[src/rtl/hbridge_supervisor.sv]
// H-bridge start-up, protection and restart sequencer. Sits between the controller's gate
// requests and the gate drivers; every output is registered.
module hbridge_supervisor #(
   parameter int unsigned N_LEG     = 2,
   parameter int unsigned N_BIT_V   = 8,
   parameter int unsigned T_BOOT    = 1000,
   parameter int unsigned T_PRE     = 400,
   parameter int unsigned T_RETRY   = 100000,
   parameter int unsigned RETRY_MAX = 3,
   parameter int unsigned V_OV      = 50
) (
   input  logic                 i_CLK,
   input  logic                 i_RST,
   input  logic                 i_enable,
   input  logic [2*N_LEG-1:0]   i_Q,
   input  logic [N_BIT_V-1:0]   i_Vbat,
   input  logic                 i_fault_ext,
   output logic [2*N_LEG-1:0]   o_Q,
   output logic                 o_ctrl_rst,
   output logic                 o_on,
   output logic [2:0]           o_state,
   output logic [1:0]           o_retry_cnt
);

   localparam int unsigned T_MAX_BP = (T_BOOT > T_PRE) ? T_BOOT : T_PRE;
   localparam int unsigned T_MAX    = (T_MAX_BP > T_RETRY) ? T_MAX_BP : T_RETRY;
   localparam int unsigned TW       = (T_MAX > 1) ? $clog2(T_MAX) : 1;

   localparam logic [TW-1:0] BOOT_END  = TW'(T_BOOT - 1);
   localparam logic [TW-1:0] PRE_END   = TW'(T_PRE - 1);
   localparam logic [TW-1:0] RETRY_END = TW'(T_RETRY - 1);
   localparam logic [TW-1:0] TIMER_MAX = '1;

   typedef enum logic [2:0] {
      StIdle  = 3'd0,
      StBoot  = 3'd1,
      StPre   = 3'd2,
      StRun   = 3'd3,
      StFault = 3'd4,
      StLock  = 3'd5
   } state_e;

   state_e            state_q;
   logic [TW-1:0]     timer_q;
   logic [2*N_LEG-1:0] boot_pat;
   logic [2*N_LEG-1:0] pre_pat;
   logic [2*N_LEG-1:0] run_q;
   logic              shoot;
   logic              ovf;

   assign ovf     = (i_Vbat > N_BIT_V'(V_OV)) | i_fault_ext;
   assign o_state = state_q;

   // Legs are numbered from 1: odd legs get the low side, even legs the high side in PRE.
   always_comb begin
      boot_pat = '0;
      pre_pat  = '0;
      shoot    = 1'b0;
      for (int k = 0; k < N_LEG; k++) begin
         boot_pat[2*k+1] = 1'b1;
         if (k % 2 == 0) pre_pat[2*k+1] = 1'b1;
         else            pre_pat[2*k]   = 1'b1;
         shoot = shoot | (i_Q[2*k] & i_Q[2*k+1]);
      end
   end

   assign run_q = shoot ? '0 : i_Q;

   always_ff @(posedge i_CLK) begin
      if (i_RST) begin
         state_q     <= StIdle;
         timer_q     <= '0;
         o_Q         <= '0;
         o_ctrl_rst  <= 1'b0;
         o_on        <= 1'b0;
         o_retry_cnt <= '0;
      end else begin
         o_Q        <= '0;
         o_ctrl_rst <= 1'b0;
         o_on       <= 1'b0;
         timer_q    <= (timer_q == TIMER_MAX) ? timer_q : timer_q + 1'b1;
         if (!i_enable) begin
            state_q     <= StIdle;
            timer_q     <= '0;
            o_retry_cnt <= '0;
         end else begin
            unique case (state_q)
               StIdle: begin
                  state_q     <= StBoot;
                  timer_q     <= '0;
                  o_retry_cnt <= '0;
                  o_Q         <= boot_pat;
               end
               StBoot: begin
                  if (ovf) begin
                     state_q <= StFault;
                     timer_q <= '0;
                  end else if (timer_q == BOOT_END) begin
                     state_q <= StPre;
                     timer_q <= '0;
                     o_Q     <= pre_pat;
                  end else begin
                     o_Q <= boot_pat;
                  end
               end
               StPre: begin
                  if (ovf) begin
                     state_q <= StFault;
                     timer_q <= '0;
                  end else if (timer_q == PRE_END) begin
                     state_q    <= StRun;
                     timer_q    <= '0;
                     o_ctrl_rst <= 1'b1;
                     o_on       <= 1'b1;
                     o_Q        <= run_q;
                  end else begin
                     o_Q <= pre_pat;
                  end
               end
               StRun: begin
                  if (ovf) begin
                     state_q <= StFault;
                     timer_q <= '0;
                  end else begin
                     o_on <= 1'b1;
                     o_Q  <= run_q;
                  end
               end
               StFault: begin
                  if (timer_q == RETRY_END) begin
                     timer_q <= '0;
                     if (32'(o_retry_cnt) < RETRY_MAX) begin
                        state_q     <= StBoot;
                        o_retry_cnt <= o_retry_cnt + 1'b1;
                        o_Q         <= boot_pat;
                     end else begin
                        state_q <= StLock;
                     end
                  end
               end
               StLock: ;
               default: begin
                  state_q <= StIdle;
                  timer_q <= '0;
               end
            endcase
         end
      end
   end

endmodule

[config.mk]
export PLATFORM = sky130hd
export DESIGN_NAME = hbridge_supervisor
export DESIGN_NICKNAME = d
export VERILOG_FILES = /design/src/rtl/hbridge_supervisor.sv
export SDC_FILE = /design/constraint.sdc
export NUM_CORES = 1
export LEC_CHECK = 0
export CAP_MARGIN = 0
export CORE_ASPECT_RATIO = 1.5
export CORE_MARGIN = 5
export CORE_UTILIZATION = 59
export CTS_BUF_LIST = sky130_fd_sc_hd__clkbuf_4 sky130_fd_sc_hd__clkbuf_8
export DETAILED_ROUTE_END_ITERATION = 10
export PLACE_DENSITY = 0.95
export SLEW_MARGIN = 20
export SYNTH_ARGS = -nofsm -noshare
export SYNTH_HDL_FRONTEND = slang
export SYNTH_SLANG_ARGS = --single-unit
[constraint.sdc]
create_clock -name i_CLK -period 3.9 [get_ports i_CLK]
set_input_delay 0.78 -clock i_CLK [delete_from_list [all_inputs] [get_ports i_CLK]]
set_output_delay 0.78 -clock i_CLK [all_outputs]
set_load 0.005 [all_outputs]
==> results.md <==
* Status: finished clean
* Post-Syn Nets at ~210
* Top FF cell, synth: dfxtp_1
* Sequential-to-total area share from yosys stat at 35.4%
* Vias per cell at 6.42
* First-pass GRT wire length at approximately 6700 um
* DP Cell Count at between 200 and 250
* Fin. Hold Viols at 0
* Final min period at 2.58 ns
* Placed Area at ~0.0019 sq mm
* Worst EP required at between 4 and 5 ns
* Relative slew slack at between 50% and 60%
* Routed wire per std cell at ~16 um
* Setup Buffers After CTS at 0
* Post-synth top area cell: dfxtp_1
* Post-synth ARST share at 0%
* Area share of xor/xnor cells in the synthesized design at under 10%
* Reg2reg path depth at 5
* Drc violations at 0
* Fraction of synthesized area in multiplexers at 0%
* Hold Crit Class: flop to flop
* Via count at approximately 1600
* Vias in the first global route at 1533
* TritonCTS clock tree: yes
* CTS resizes at 0
* Post-Synthesis Cell Area at 0.00159 sq mm
* Crit Path Category: input pin to flop
* Yosys Warn Count at 0
* Reg-to-reg critical path endpoint: timer_q[6]$_SDFF_PP0_
* H-tree levels at 1
* Number of antenna diodes at 0
* Final wirelength at 4030 um
* Reg2reg start: timer_q[7]$_SDFF_PP0_
* Num CTS Buffers at 3
* Hold_sp: timer_q[1]$_SDFF_PP0_
* Antenna-violating nets left at 0
* CP Capture Type: flop
* Starting DRT DRC Count at 48
* Setup Skew at 0.00369 ns
* Initial antenna violation count at 0
* Worst Hold Path EP: timer_q[1]$_SDFF_PP0_
* Largest cells by area after synthesis: dfxtp_1 (35%), xor2_1 (7.2%), nor2_1 (5.4%), o21ai_0 (4.4%), o2111ai_1 (3.3%)
* Critical Path Fanout Max at 17
* Post-route cell area at between 0.0015 and 0.002 sq mm
* Worst Tran Pin Value at about 0.72 ns
* Layout area overhead at 21.6%
* Lkg Pwr at approximately 0.6 nW
* Synth unique cells at 46
* Area of the core at around 0.0026 sq mm
* Max Fclk at slightly below 400 MHz
* Simple-Gate Fraction of Synth Area at between 30% and 40%
* Total GRT Usage at 22.5%
* PwrDens at between 200 and 300 mW/mm^2
* Largest family of logic cells by synthesized area: simple AND/OR/NAND/NOR gates
* Max VDD drop at about 290 uV
* Syn Area/Cell at 8.52 sq um
* Setup TNS at 0 ns
* # port buffers at 26
* Skew-Pair Late Insertion Delay at about 0.27 ns
* Top cell type's share of synthesized area at between 30% and 40%
* RSZ-0062 raised after global routing: no
* Compound-cell area share of the yosys netlist at between 10% and 20%
* Die height at 73.5 um
* Routability Congestion at approximately 0.91
* Max cap viols at 0
* Root Buffer: clkbuf_8
* Clock sink count at 28
* Clk buf depth at 2
* Commonest non-fill, non-tap cells in the layout: dfxtp_1 (28), clkdlybuf4s50_1 (26), nor2_1 (23), o21ai_0 (14), xor2_1 (13)
* Post-route insts no fill at approximately 250
* Final worst path period share at around two thirds
* Largest net degree at the start of global routing at 18
* Post-synthesis register bit count at 28
* HPWL Detailed at 2980 um
* Hold Path Stages at 2
* Top Ports at 27
* CP Launch Type: input pin
* NumNets Final at approximately 230
* Drt pass-1 iters at 4
* Pins Over Slew Limit at 0
* CTS Hold Buffers Added at 0
* Row cnt at 23
* Final setup vio count at 0
* WP data arrival at 2.79 ns
* Die area at roughly 0.0038 sq mm
* Initial core utilization at approximately 60%
* Reg-to-reg setup timing slack at roughly 1.4 ns
* CTS clk-pin slew, worst paths at roughly 0.090 ns
* GRT overflow at 0
* Die W at 52.3 um
* Commonest non-fill, non-tap cell in the layout: dfxtp_1
* Number of synthesized flops with an enable pin at 0
* Cells after Synth at ~190
* Total power at 0.556 mW
* Adder-cell area share of the yosys netlist at under 10%
* Share of cells above drive strength 1 at 7.66%
[synthesized netlist by cell type, types with 2 or more instances]
library cell / number
dfxtp_1: 28
nor2_1: 23
o21ai_0: 14
xor2_1: 13
nand2_1: 11
a21oi_1: 9
nand3_1: 9
nor4_1: 7
o2111ai_1: 6
clkbuf_1: 5
and3_1: 4
a211oi_1: 3
ha_1: 3
nand2b_1: 3
nand3b_1: 3
nand4_1: 3
nand4b_1: 3
nor3_1: 3
or3_1: 3
a31oi_1: 2
and3b_1: 2
inv_1: 2
nor2_2: 2
nor2b_1: 2
or4_4: 2
[cell type report]
cell class | count | area [sq um]
inverter | 2 | 7.51
fill | 200 | 691
multi-input combinational | 149 | 982
clock buffer | 3 | 41.3
tap | 37 | 46.3
sequential | 28 | 561
timing repair buffer | 26 | 260
clock inverter | 1 | 30.0
[worst max-delay path by stage]
stage,start,to,depth (start not counted)
floorplan,i_Vbat[0],timer_q[12]$_SDFF_PP0_,6
global placement,i_Vbat[0],timer_q[5]$_SDFF_PP0_,6
detailed placement,i_Vbat[1],timer_q[6]$_SDFF_PP0_,6
CTS,i_Vbat[0],timer_q[7]$_SDFF_PP0_,6
global route,i_Vbat[0],timer_q[1]$_SDFF_PP0_,6
finish,i_Vbat[0],timer_q[7]$_SDFF_PP0_,6
[per-layer routing]
layer / routed length [um] / vias to the layer above / global-route usage (%)
met5: 0 / - / 0
met4: 136 / 0 / 11.1
met3: 251 / 18 / 3.65
met2: 2180 / 78 / 42.5
met1: 1460 / 733 / 22.7
li1: - / 750 / -
[cell families after synthesis]
| logic type | Yosys count |
|---|---|
| fa+ha+maj | 3 |
| compound gates | 43 |
| simple gates | 90 |
| xor+xnor | 13 |
| buf+inv | 9 |
| flops | 28 |
[worst max-delay path, stage by stage]
cell	delay (ns)
clkdlybuf4s50_1	0.39
a211oi_1	0.43
o2111ai_1	0.28
a311oi_2	0.47
o31ai_4	0.25
a21oi_1	0.17
[power by group]
part	internal, mW	switching (mW)	leakage, nW
Clock	0.137	0.0866	0.0357
Combinational	0.0242	0.0169	0.351
Sequential	0.288	0.00282	0.226
Total	0.450	0.106	0.613
[sequential cells by signal, indices dropped and copies added, names as in the netlist]
| name | flops |
|---|---|
| timer_q | 17 |
| o_on | 1 |
| o_retry_cnt | 2 |
| o_Q | 4 |
| o_ctrl_rst | 1 |
| o_state | 3 |
[metrics by stage]
stage,util (%),worst slack [ns],hold WS [ns]
2_1_floorplan,-,1.67,0.473
3_3_place_gp,70.9,1.16,0.486
3_5_place_dp,70.9,1.04,0.495
4_1_cts,73.6,1.33,0.508
5_1_grt,73.6,1.16,0.553
6_report,73.6,1.32,0.509
No activity file was read; power rests on OpenSTA's default activity.
